## src/rtl/shift_counter_pkg.sv

```systemverilog
// Shared mode constants and per-mode sequence configuration for the shift counter family.
package shift_counter_pkg;

    localparam int MODE_JOHNSON = 0;
    localparam int MODE_RING    = 1;

    typedef struct packed {
        logic [31:0] rst_val;
        logic [31:0] period;
    } seq_cfg_t;

    // Johnson restarts from all-zeros and cycles 2*WIDTH states; ring restarts one-hot at bit0.
    function automatic seq_cfg_t seq_cfg(input int mode, input int width);
        seq_cfg_t cfg;
        if (mode == MODE_RING) begin
            cfg.rst_val = 32'd1;
            cfg.period  = 32'(width);
        end else begin
            cfg.rst_val = 32'd0;
            cfg.period  = 32'(2 * width);
        end
        return cfg;
    endfunction

endpackage

```

## src/rtl/shift_counter_decode.sv

```systemverilog
// Combinational legality check and sequence-index decode of the counter state.
module shift_counter_decode
    import shift_counter_pkg::*;
#(
    parameter int WIDTH = 4,
    parameter int MODE  = MODE_JOHNSON
) (
    input  logic [WIDTH-1:0]           i_q,
    output logic                       o_legal,
    output logic [$clog2(2*WIDTH)-1:0] o_phase
);

    localparam int               PW  = $clog2(2*WIDTH);
    localparam logic [WIDTH-1:0] ONE = WIDTH'(1);

    logic [WIDTH-1:0] w_inv;
    logic             w_low_run;
    logic             w_high_run;
    int               w_ones;
    int               w_idx;

    always_comb begin
        w_ones = 0;
        w_idx  = 0;
        for (int i = 0; i < WIDTH; i++) begin
            if (i_q[i]) begin
                w_ones = w_ones + 1;
                w_idx  = i;
            end
        end
    end

    // Johnson states are exactly a run of ones anchored at the LSB (0..01..1)
    // or a run of ones anchored at the MSB (1..10..0).
    assign w_inv      = ~i_q;
    assign w_low_run  = ((i_q & (i_q + ONE)) == '0);
    assign w_high_run = ((w_inv & (w_inv + ONE)) == '0);

    always_comb begin
        o_legal = 1'b0;
        o_phase = '0;
        if (MODE == MODE_RING) begin
            o_legal = (w_ones == 1);
            if (w_ones == 1) begin
                o_phase = w_idx[PW-1:0];
            end
        end else begin
            o_legal = w_low_run | w_high_run;
            if (w_low_run) begin
                o_phase = w_ones[PW-1:0];
            end else if (w_high_run) begin
                o_phase = PW'(2 * WIDTH - w_ones);
            end
        end
    end

endmodule

```

## src/rtl/shift_counter_param.sv

```systemverilog
// Parameterised Johnson / ring shift counter with parallel load and illegal-state recovery.
module shift_counter_param
    import shift_counter_pkg::*;
#(
    parameter int WIDTH = 4,
    parameter int MODE  = MODE_JOHNSON
) (
    input  logic                       clk,
    input  logic                       rst,
    input  logic                       en,
    input  logic                       dir,
    input  logic                       load,
    input  logic [WIDTH-1:0]           load_val,
    output logic [WIDTH-1:0]           q,
    output logic [$clog2(2*WIDTH)-1:0] phase,
    output logic                       tc,
    output logic                       err
);

    localparam int               PW      = $clog2(2*WIDTH);
    localparam seq_cfg_t         CFG     = seq_cfg(MODE, WIDTH);
    localparam logic [WIDTH-1:0] RST_VAL = CFG.rst_val[WIDTH-1:0];
    localparam logic [PW-1:0]    PH_LAST = PW'(CFG.period - 32'd1);

    if (WIDTH < 2 || WIDTH > 32) begin : g_bad_width
        $error("shift_counter_param: WIDTH must be within 2..32");
    end
    if (MODE != MODE_JOHNSON && MODE != MODE_RING) begin : g_bad_mode
        $error("shift_counter_param: MODE must be 0 (Johnson) or 1 (ring)");
    end

    logic [WIDTH-1:0] r_q;
    logic             r_err;
    logic [WIDTH-1:0] w_next;
    logic             w_corr;
    logic             w_legal;
    logic [PW-1:0]    w_phase;

    shift_counter_decode #(
        .WIDTH (WIDTH),
        .MODE  (MODE)
    ) u_decode (
        .i_q     (r_q),
        .o_legal (w_legal),
        .o_phase (w_phase)
    );

    // Loads are taken verbatim; an illegal state is only repaired on an enabled edge.
    always_comb begin
        w_next = r_q;
        w_corr = 1'b0;
        if (load) begin
            w_next = load_val;
        end else if (en) begin
            if (!w_legal) begin
                w_next = RST_VAL;
                w_corr = 1'b1;
            end else if (MODE == MODE_RING) begin
                w_next = dir ? {r_q[0], r_q[WIDTH-1:1]} : {r_q[WIDTH-2:0], r_q[WIDTH-1]};
            end else begin
                w_next = dir ? {~r_q[0], r_q[WIDTH-1:1]} : {r_q[WIDTH-2:0], ~r_q[WIDTH-1]};
            end
        end
    end

    always_ff @(posedge clk or posedge rst) begin
        if (rst) begin
            r_q   <= RST_VAL;
            r_err <= 1'b0;
        end else begin
            r_q   <= w_next;
            r_err <= w_corr;
        end
    end

    assign q     = r_q;
    assign phase = w_phase;
    assign err   = r_err;
    assign tc    = en & ~load & w_legal & (dir ? (w_phase == '0) : (w_phase == PH_LAST));

endmodule

```

## config.mk

```make
export PLATFORM = sky130hd
export DESIGN_NAME = shift_counter_param
export DESIGN_NICKNAME = d
export VERILOG_FILES = /design/src/rtl/shift_counter_pkg.sv /design/src/rtl/shift_counter_decode.sv /design/src/rtl/shift_counter_param.sv
export SDC_FILE = /design/constraint.sdc
export NUM_CORES = 1
export LEC_CHECK = 0
export CORE_MARGIN = 3
export CORE_UTILIZATION = 39
export DETAILED_ROUTE_END_ITERATION = 10
export GPL_TIMING_DRIVEN = 0
export HOLD_SLACK_MARGIN = 0.06
export PLACE_DENSITY = 0.73
export SLEW_MARGIN = 20
export SYNTH_ARGS = -nofsm -noshare
export SYNTH_HDL_FRONTEND = slang
export SYNTH_HIERARCHICAL = 1
export SYNTH_SLANG_ARGS = --single-unit
```

## constraint.sdc

```tcl
create_clock -name clk -period 3.3 [get_ports clk]
set_input_delay 0.825 -clock clk [delete_from_list [all_inputs] [get_ports clk]]
set_output_delay 0.825 -clock clk [all_outputs]
set_load 0.01 [all_outputs]
```

Yosys cells after proc, flatten, opt, wreduce, memory -nomap -nowiden
Cells that the tools add are included.
- equality and inequality tests: 1
- bitwise gates (word level): 10
- multiplexer cells: 14
- $add $sub $neg: 6
- reductions and logical operators: 4
- operator list (kind ; count):
    4-bit two-way mux ; 4
    3-bit two-way mux ; 4
    4-bit by 1-bit adder with 4-bit output, second input constant ; 2
    4-bit bitwise AND ; 2
    4-bit logical NOT ; 2
    1-bit two-way mux ; 5
    4-bit NOT ; 1
    2-bit by 1-bit adder with 3-bit output, second input constant ; 1
    3-bit by 2-bit adder with 3-bit output, second input constant ; 1
    1-bit bitwise AND ; 3
    3-bit == test, second input constant ; 1
    3-bit logical NOT ; 1
    1-bit NOT ; 3
    1-bit by 3-bit subtractor with 3-bit output, first input constant ; 1
    1-bit by 1-bit adder with 2-bit output, second input constant ; 1
    2-bit two-way mux ; 1
    2-bit nonzero test ; 1
    1-bit OR ; 1
- logic and storage cells: 37
- flip-flop bits (word level): 5
- output and inout port bits: 9

Longest topological paths before layout
Gate-level depths: netlist (run 1).
- depth in word-level cells: 13
- gate-level depth with buffers: 10
- mapped depth without buffers: 10

By module
Netlist (run 1), hierarchy kept.
- by module, submodules not included (module ; cells each ; area each (µm²) ; times used):
    shift_counter_param ; 31 ; 290.3 ; 1
    shift_counter_decode ; 31 ; 254.0 ; 1

Worst setup path before layout (run 1)
Ideal clock, no wire load.
- kind: reg2out
- from: reg r_q[0] (netlist: q[0])
- to: out tc
- stages on the path, launching flop included: 11
- arrival time: 2771 ps
- buffers on the path: 0
- slack: -296 ps
- path through: dfrtp_1 -> inv_1 -> ha_1 -> xor2_1 -> ha_1 -> mux2i_1 -> ha_1 -> nand2_1 -> mux2i_1 -> or4b_1 -> a21oi_1
- cells in the longest elaborated chain, start to end: 13
- ends and longest elaborated chain (item ; line ; source):
    from (decl) ; shift_counter_param.sv:32 ; logic [WIDTH-1:0] r_q;
    from (signal assigned) ; shift_counter_param.sv:71 ; r_q <= w_next;
    1-bit two-way mux ; shift_counter_decode.sv:26 ; if (i_q[i]) begin
    1-bit by 1-bit adder with 2-bit output ; shift_counter_decode.sv:27 ; w_ones = w_ones + 1;
    2-bit two-way mux ; shift_counter_decode.sv:26 ;
    2-bit by 1-bit adder with 3-bit output ; shift_counter_decode.sv:27 ;
    3-bit two-way mux ; shift_counter_decode.sv:26 ;
    3-bit by 2-bit adder with 3-bit output ; shift_counter_decode.sv:27 ;
    3-bit two-way mux ; shift_counter_decode.sv:26 ;
    1-bit by 3-bit subtractor with 3-bit output ; shift_counter_decode.sv:52 ; o_phase = PW'(2 * WIDTH - w_ones);
    3-bit two-way mux ; shift_counter_decode.sv:51 ; end else if (w_high_run) begin
    3-bit two-way mux (*) ; shift_counter_decode.sv:49 ; if (w_low_run) begin
    net phase[1] ; shift_counter_param.sv:15 ; output logic [$clog2(2*WIDTH)-1:0] phase,
    3-bit == test / 3-bit logical NOT (equally long branches) ; shift_counter_param.sv:79 ; assign tc = en & ~load & w_legal & (dir ? (w_phase == '0) : (w_phase == PH_LAST));
    1-bit two-way mux (*) ; shift_counter_param.sv:79 ;
    1-bit bitwise AND (*) ; shift_counter_param.sv:79 ;
    to (decl) ; shift_counter_param.sv:16 ; output logic tc,
The timed path passes the listed nets; every way through them passes the cells marked *.

Final worst setup path (run 1)
- from: reg r_q[1] (netlist: q[1])
- to: out tc
- cells in the longest elaborated chain, start to end: 11
- ends and longest elaborated chain (item ; line):
    2-bit two-way mux ; shift_counter_decode.sv:26
    2-bit by 1-bit adder with 3-bit output ; shift_counter_decode.sv:27
    3-bit two-way mux ; shift_counter_decode.sv:26
    3-bit by 2-bit adder with 3-bit output ; shift_counter_decode.sv:27
    3-bit two-way mux ; shift_counter_decode.sv:26
    1-bit by 3-bit subtractor with 3-bit output ; shift_counter_decode.sv:52
    3-bit two-way mux ; shift_counter_decode.sv:51
    3-bit two-way mux ; shift_counter_decode.sv:49
    3-bit == test / 3-bit logical NOT (equally long branches) ; shift_counter_param.sv:79
    1-bit two-way mux ; shift_counter_param.sv:79
    1-bit bitwise AND (*) ; shift_counter_param.sv:79
Every way passes the cells marked *; elsewhere a longest branch is shown, timed or not.

==> results of run 1 <==
## critical path, cell delays in order (launching register included)
cell	delay, ns
sky130_fd_sc_hd__dfrtp_2	0.43
sky130_fd_sc_hd__inv_2	0.09
sky130_fd_sc_hd__ha_4	0.22
sky130_fd_sc_hd__xor2_2	0.18
sky130_fd_sc_hd__ha_1	0.29
sky130_fd_sc_hd__mux2i_2	0.19
sky130_fd_sc_hd__ha_2	0.31
sky130_fd_sc_hd__nand2_2	0.08
sky130_fd_sc_hd__mux2i_4	0.07
sky130_fd_sc_hd__or4b_4	0.50
sky130_fd_sc_hd__a21oi_2	0.13
sky130_fd_sc_hd__buf_2	0.14
## worst min path at each step
stage               start    to  slack [ns]  cells past startpoint
global placement     q[0]  q[3]        0.68                      3
CTS                  q[0]  q[3]        0.63                      3
finish               q[0]  q[3]        0.63                      3
floorplan             rst   err        0.60                      1
global route         q[0]  q[3]        0.68                      3
detailed placement   q[2]  q[1]        0.68                      2
## cells by family after synthesis
| logic type | after synthesis | share of synthesized area, % |
|---|---|---|
| and+or+nand+nor | 21 | 24.8 |
| xor gates and xnor gates | 3 | 4.83 |
| buffers and inverters | 8 | 8.28 |
| adders and majority gates | 7 | 16.1 |
| DFF | 5 | 23.0 |
| muxes | 5 | 9.20 |
| AOI/OAI and AO/OA | 13 | 13.8 |
## report_power, final
part / leakage [nW] / switching (mW) / internal (mW)
Sequential: 0.0606 / 0.0126 / 0.0686
Clock: 0.0150 / 0.0273 / 0.0459
Combinational: 0.300 / 0.109 / 0.133
## routing by layer
layer	global-route usage, %	up-vias
li1	-	280
met1	20.1	268
met2	28.3	23
met3	5.81	4
met4	8.43	0
met5	0	-
## layout by cell type, fill, tap and decap left out, drive strengths merged
cell type	instances
clkdlybuf4s50	12
nor2	1
mux2i	5
nor3b	5
xnor2	1
xor2	2
inv	5
a21oi	6
buf	14
o221a	1
or4b	2
o21ai	5
clkbuf	5
dfrtp	5
nand4b	1
a221oi	1
nor2b	1
ha	7
or2	1
nand3	4
dlygate4sd2	1
nand2	4
nor3	1
nand3b	1
## cell type report
type	instances	area, um^2
well taps	14	17.5
plain buffers	3	26.3
multi-input cells	49	449
inverters	5	18.8
flip-flops and latches	5	128
fillers	96	322
repair buffers	25	214
clock buffers	4	26.3
## through the flow
step	utilization (%)	worst slack (ns)
2_1_floorplan	-	-0.0806
3_3_place_gp	62.4	-0.607
3_5_place_dp	62.4	-0.656
4_1_cts	69.1	-0.380
5_1_grt	73.2	-0.529
6_report	73.2	-0.393
## registers in the layout, indices dropped and copies added (netlist names)
register	flops
q	4
err	1
## what timing repair did
| action | CTS | global route |
|---|---|---|
| setup endpoints to repair | 4 | 4 |
| setup buffers | 7 | 3 |
| pin swaps | 4 | 4 |
| gates resized for setup | 12 | 5 |
==> results.md, run 1 <==
- The flow ran to the end, but the final reports show violations.
- The checks that failed: negative setup slack.
- In this run the number of H-tree levels came out at 1.
- The die is 43.4 um wide.
- The wire length the detailed router placed on met1 is 648 um.
- Detailed routing placed a total of 658 um of wire on met2.
- The most repeated cell in the gate-level netlist after synthesis is sky130_fd_sc_hd__ha_1.
- The worst setup margin is -0.393 ns.
- The average cell area after synthesis is 8.78 um^2.
- The cell area after synthesis is 544 um^2.
- The worst-case vdd ir drop is 215 uV.
- The starting DRC count in detailed routing is 10.
- The fraction of final layout cells sized beyond drive strength 1 is 39.6%.
- The final-report max-slew violation count is 0.
- Counting flops with a built-in enable in the synthesized netlist gives 0.
- The cell count of the worst reg-to-reg path is 8.
- The tool flagged a number of max-cap violations equal to 0.
- Using the TritonRoute via totals, the vias-per-cell ratio works out to 5.48.
- After synthesis, the cell types taking the most area are sky130_fd_sc_hd__dfrtp_1 23%, sky130_fd_sc_hd__ha_1 16%, sky130_fd_sc_hd__mux2i_1 9.2%.
- Setup total negative slack on the finished layout was measured at -0.403 ns.
- Following the worst setup path forward leads to its endpoint at tc.
- The detailed-route via count is 575.
- Counting the buffers created by CTS gives 3.
- The measured slew at the worst slew-check pin is 0.450 ns.
- 18 I/O pins were placed.
- The number of buffers between clock root and the deepest sink is 2.
- Setup repair after global routing could not meet its margin everywhere.
- The number of design rule violations left after detail routing is 0.
- The number of standard cells after synthesis is 62.
- The average detailed-routed wire length per instance is 13.8 um.
- The number of different library cells used by synthesis comes to 22.
- After floorplanning, the core was sized to cover 1200 um^2.
- The power density over the cells is 451 nW/um^2.
- The Yosys step of the flow raised 6 warnings.
- By count the netlist is led by 7 x sky130_fd_sc_hd__ha_1, 6 x sky130_fd_sc_hd__a21oi_1.
- The starting density of the core is 45.3%.
- The total of endpoints with negative setup slack in the final report is 2.
- The post-DP HPWL is 926 um.
- The final critical path takes up 112% of the cycle.
- The placed standard-cell area is 749 um^2.
- The clock arrives with 0.00507 ns of skew.
- The time the final worst path needs with I/O delays and setup is 3.69 ns.
- The clock tree from TritonCTS is built.
- At the end of routability-driven placement, the weighted congestion stood at 0.749.
- The timing-limited maximum frequency is 0.271 GHz.
- The most used flip-flop cell after synthesis is sky130_fd_sc_hd__dfrtp_1.
- The initial antenna violation count came to 0.
- After clock tree synthesis, the clock-pin slew on the worst setup and hold paths is 0.05 ns.
- After layout, the design draws a total of 396 uW.
- At the worst endpoint, the required time is 2.47 ns.
- The endpoint identified for the worst register-to-register timing path is q[3].
- For this run, the detailed router's first-pass iteration total came to 4.
- The area share of the leading cell type in the synthesized netlist is 23.0%.
- For the worst setup path, the data arrival time is 2.87 ns.
- The synthesis-stage register bit count is 5.
- The wire length on met3 is 108 um.
- The global-route congestion overflow total is 0.
- The path category of the worst min-delay check is flip-flop to flip-flop.
- The type of the setup path with the least slack is flip-flop to output port.
- The die height is 43.4 um.
- The count of buffers from port buffering is 15.
- Headroom to the max-slew limit came out at 70.0%.
- Along the worst path, the maximum fanout reaches 4.
- The worst hold slack is 0.627 ns.
- The worst register-to-register path begins at q[1].
- The critical path starts at q[1].
- The worst setup path is launched from a flip-flop.
- In this run the clock root is driven by a sky130_fd_sc_hd__clkbuf_4.
- The die covers 1880 um^2.
- The number of hold-repair buffers added at the cts stage is 0.
- The hold violation count in the final report came to 0.
- From synthesis to final layout, the design area changed by 61.6%.
- sky130_fd_sc_hd__dfrtp_1 takes more of the synthesized area than any other cell.
- Summing all non-filler instances in the final layout gives an area of 880 um^2.
- The detailed router used layers up to and including met4.
- The share of the yosys chip area belonging to registers is 23.0%.
- The number of nets with antenna violations after detailed routing is 0.
- Wires add up to 1.45 mm.
- The static leakage power is 0.376 nW.
- Global routing used 17.3% of the available tracks.
- The net count after synthesis is 78.
- The antenna cell count is 0.
- CTS saw 5 sinks.
- After the last flow step, the layout net total stands at 108.
- After detailed placement, the design holds a cell count of 91.
- The later pin in the worst-skew pair is clocked with a latency of 0.25 ns.
- The first-pass GRT wire length is 2.42 mm.
- After synthesis, the share of flip-flops with an asynchronous set or reset is 100%.
- The number of cell rows is 12.
- The worst-case register-to-register setup slack is 1.34 ns.
- Entering global routing, the biggest net connects 11 pins.
- The count of non-filler cells in the finished layout is 105.
- The number of global-route vias before repair was 570.
- STA classifies the critical path endpoint as an output port.
(Power assumes the default switching activity.)
==> run 2, diff against run 1 <==
--- a/config.mk
+++ b/config.mk
@@ -5,6 +5,7 @@
 export SDC_FILE = /design/constraint.sdc
 export NUM_CORES = 1
 export LEC_CHECK = 0
+export ABC_CLOCK_PERIOD_IN_PS = 3300
 export CORE_MARGIN = 3
 export CORE_UTILIZATION = 39
 export DETAILED_ROUTE_END_ITERATION = 10
==> results of run 2 <==
The final DEF is identical to that of run 1; final timing and power are the same.
==> run 3, diff against run 2 <==
--- a/config.mk
+++ b/config.mk
@@ -12,6 +12,7 @@
 export GPL_TIMING_DRIVEN = 0
 export HOLD_SLACK_MARGIN = 0.06
 export PLACE_DENSITY = 0.73
+export SKIP_CTS_REPAIR_TIMING = 1
 export SLEW_MARGIN = 20
 export SYNTH_ARGS = -nofsm -noshare
 export SYNTH_HDL_FRONTEND = slang
==> results.md, run 3 (synthesis results as in run 1) <==
- The run finished, with violations left.
- The final reports fail on negative setup slack.
- The worst hold path cell count is 3 (unchanged).
- Setup repair after global routing could not meet its margin everywhere.
- The hold violation count in the final report was 0 (unchanged).
- The number of design rule violations left after detail routing is 0 (unchanged).
- The total of endpoints with negative setup slack in the final report is 2 (unchanged).
- The number of sinks on the clock net is 5 (unchanged).
- The fraction of final layout cells sized beyond drive strength 1 is 34.5% (-5.1 points).
- The detailed-routing iteration count for the pre-antenna-repair pass came to 4 (unchanged).
- The antenna cell count was 0 (unchanged).
- The detailed-route via count is 535 (-7.0%).
- The worst hold slack is 0.675 ns (+0.0476 ns).
- The hold path startpoint is q[0].
- The power density over the cells is 442 nW/um^2 (-1.9%).
- The wire length the detailed router placed on met1 came to 583 um (-10%).
- The clock latency at the later pin of the worst-skew pair is 0.25 ns (about the same).
- The path category of the worst min-delay check is flip-flop to flip-flop.
- The library cells used most frequently in the layout, excluding fill and tap cells, are 12 x sky130_fd_sc_hd__clkdlybuf4s50_1, 6 x sky130_fd_sc_hd__buf_4.
- The number of flip-flops in the largest register is 4 (unchanged).
- The measured slew at the worst slew-check pin was 0.408 ns (-0.0417 ns).
- The die height came to 43.4 um (unchanged).
- The number of global-route vias before repair was 496 (-13%).
- The post-DP HPWL is 926 um (unchanged).
- The placed standard-cell area is 749 um^2 (unchanged).
- The required time of the critical path is 2.47 ns (about the same).
- The final layout net count was 104 (-3.7%).
- The highest routed metal layer is met4.
- From synthesis to final layout, the design area changed by 53.6%.
- The number of cell rows is 12 (unchanged).
- The final-report max-slew violation count is 0 (unchanged).
- The clock edge transition at the registers on the reported setup and hold paths is 0.05 ns (about the same).
- The time the final worst path needs with I/O delays and setup is 3.73 ns (+0.0387 ns).
- By startpoint and endpoint, the worst setup path is classified as flip-flop to output port.
- The setup skew after layout is 0.00698 ns (+0.00191 ns).
- The die span in x came to 43.4 um (unchanged).
- The clock tree from TritonCTS is built.
- STA classifies the critical path endpoint as an output port.
- The worst setup path startpoint is q[1].
- The worst register-to-register path begins at q[0].
- The initial antenna violation count is 0 (unchanged).
- The total routing usage reported by global routing is 14.7% (-2.6 points).
- The count of buffers from port buffering is 15 (unchanged).
- The starting DRC count in detailed routing is 2 (-8).
- The kind of launch point of the worst setup path is a flip-flop.
- The most common cell after layout, fill and taps aside is sky130_fd_sc_hd__clkdlybuf4s50_1.
- The timing-limited maximum frequency was 0.268 GHz (-1.0%).
- The pin count of the biggest net entering global routing is 11 (unchanged).
- The via-per-instance ratio is 5.30 (-3.3%).
- The final critical-path share of the clock period is 113% (+1.2 points).
- The headroom to the max-slew limit is 72.8% (+2.8 points).
- The number of H-tree levels came to 1 (unchanged).
- The wire length on met3 is 78 um (-28%).
- The total wire length is 1.28 mm (-12%).
- The number of top-level design ports came to 18 (unchanged).
- The average detailed-routed wire length per instance is 12.7 um (-8.2%).
- In this run the clock root is driven by a sky130_fd_sc_hd__clkbuf_4.
- The global-route congestion overflow total came to 0 (unchanged).
- The starting density of the core is 45.3% (unchanged).
- The worst setup margin was -0.432 ns (-0.0387 ns).
- The maximum fanout along the worst path is 8 (+4).
- The routability congestion estimate from global placement was 0.749 (unchanged).
- The worst-case vdd ir drop is 210 uV (-2.1%).
- The multi-input combinational cell area is 425 um^2 (-5.3%).
- The number of nets with antenna violations after detailed routing is 0 (unchanged).
- The number of clock buffers inserted by TritonCTS is 3 (unchanged).
- The static leakage power is 0.362 nW (-3.7%).
- The post-route cell area was 836 um^2 (-5.0%).
- The arrival time at the worst endpoint is 2.91 ns (+0.04 ns).
- The layout filler cell count is 106 (+10%).
- The die area came to 1880 um^2 (unchanged).
- The first-pass GRT wire length is 2.05 mm (-15%).
- The register area came to 128 um^2 (unchanged).
- The cell count of the worst reg-to-reg path is 7 (-1).
- The amount of wire on met2 after detailed routing was 599 um (-9.0%).
- The number of maximum-capacitance violations is 0 (unchanged).
- The core area is 1200 um^2 (unchanged).
- The number of buffers between clock root and the deepest sink came to 2 (unchanged).
run 3: power by group:
group	internal, mW	switching (mW)
combinational	0.119	0.0935
clock	0.0459	0.0282
sequential	0.0686	0.0145
run 3: layer usage:
| layer | global-route usage (%) | vias up |
|---|---|---|
| li1 | - | 270 |
| met1 | 17.2 | 247 |
| met2 | 21.8 | 16 |
| met3 | 5.81 | 2 |
| met4 | 10.2 | 0 |
| met5 | 0 | - |
run 3: worst paths after layout:
path,slack (ns),to
max in group asynchronous,2.34,q[0]
min in group asynchronous,0.77,q[2]
setup reg to reg,1.35,q[0]
hold / removal,0.67,q[3]
setup / recovery,-0.43,tc
hold reg to reg,0.67,q[3]
run 3: per-stage QoR:
| stage | setup WS, ns | util [%] | setup TNS [ns] | power [mW] | cells |
|---|---|---|---|---|---|
| after floorplan | -0.0806 | - | -0.0806 | 0.197 | 62 |
| after global placement | -0.607 | 62.4 | -0.811 | 0.260 | 91 |
| after detailed placement | -0.656 | 62.4 | -0.903 | 0.267 | 91 |
| after CTS | -0.943 | 64.6 | -1.82 | 0.342 | 95 |
| after global routing | -0.573 | 69.6 | -0.734 | 0.399 | 101 |
| final | -0.432 | 69.6 | -0.494 | 0.370 | 101 |
run 3: worst max-delay path, stage by stage, from the launching register on:
cell	delay (ns)
sky130_fd_sc_hd__dfrtp_2	0.46
sky130_fd_sc_hd__inv_2	0.11
sky130_fd_sc_hd__ha_4	0.22
sky130_fd_sc_hd__xor2_2	0.18
sky130_fd_sc_hd__ha_1	0.31
sky130_fd_sc_hd__mux2i_2	0.19
sky130_fd_sc_hd__ha_2	0.21
sky130_fd_sc_hd__or4b_1	0.12
sky130_fd_sc_hd__nand3_2	0.09
sky130_fd_sc_hd__or4b_4	0.53
sky130_fd_sc_hd__a21oi_2	0.11
sky130_fd_sc_hd__buf_2	0.14
run 3: cell type report:
| class | count | share of cell area [%] |
|---|---|---|
| multi-input combinational | 49 | 50.9 |
| timing repair buffer | 21 | 23.2 |
| sequential | 5 | 15.3 |
| clock buffer | 4 | 3.14 |
| buffer | 3 | 3.14 |
| inverter | 5 | 2.25 |
| tap | 14 | 2.10 |
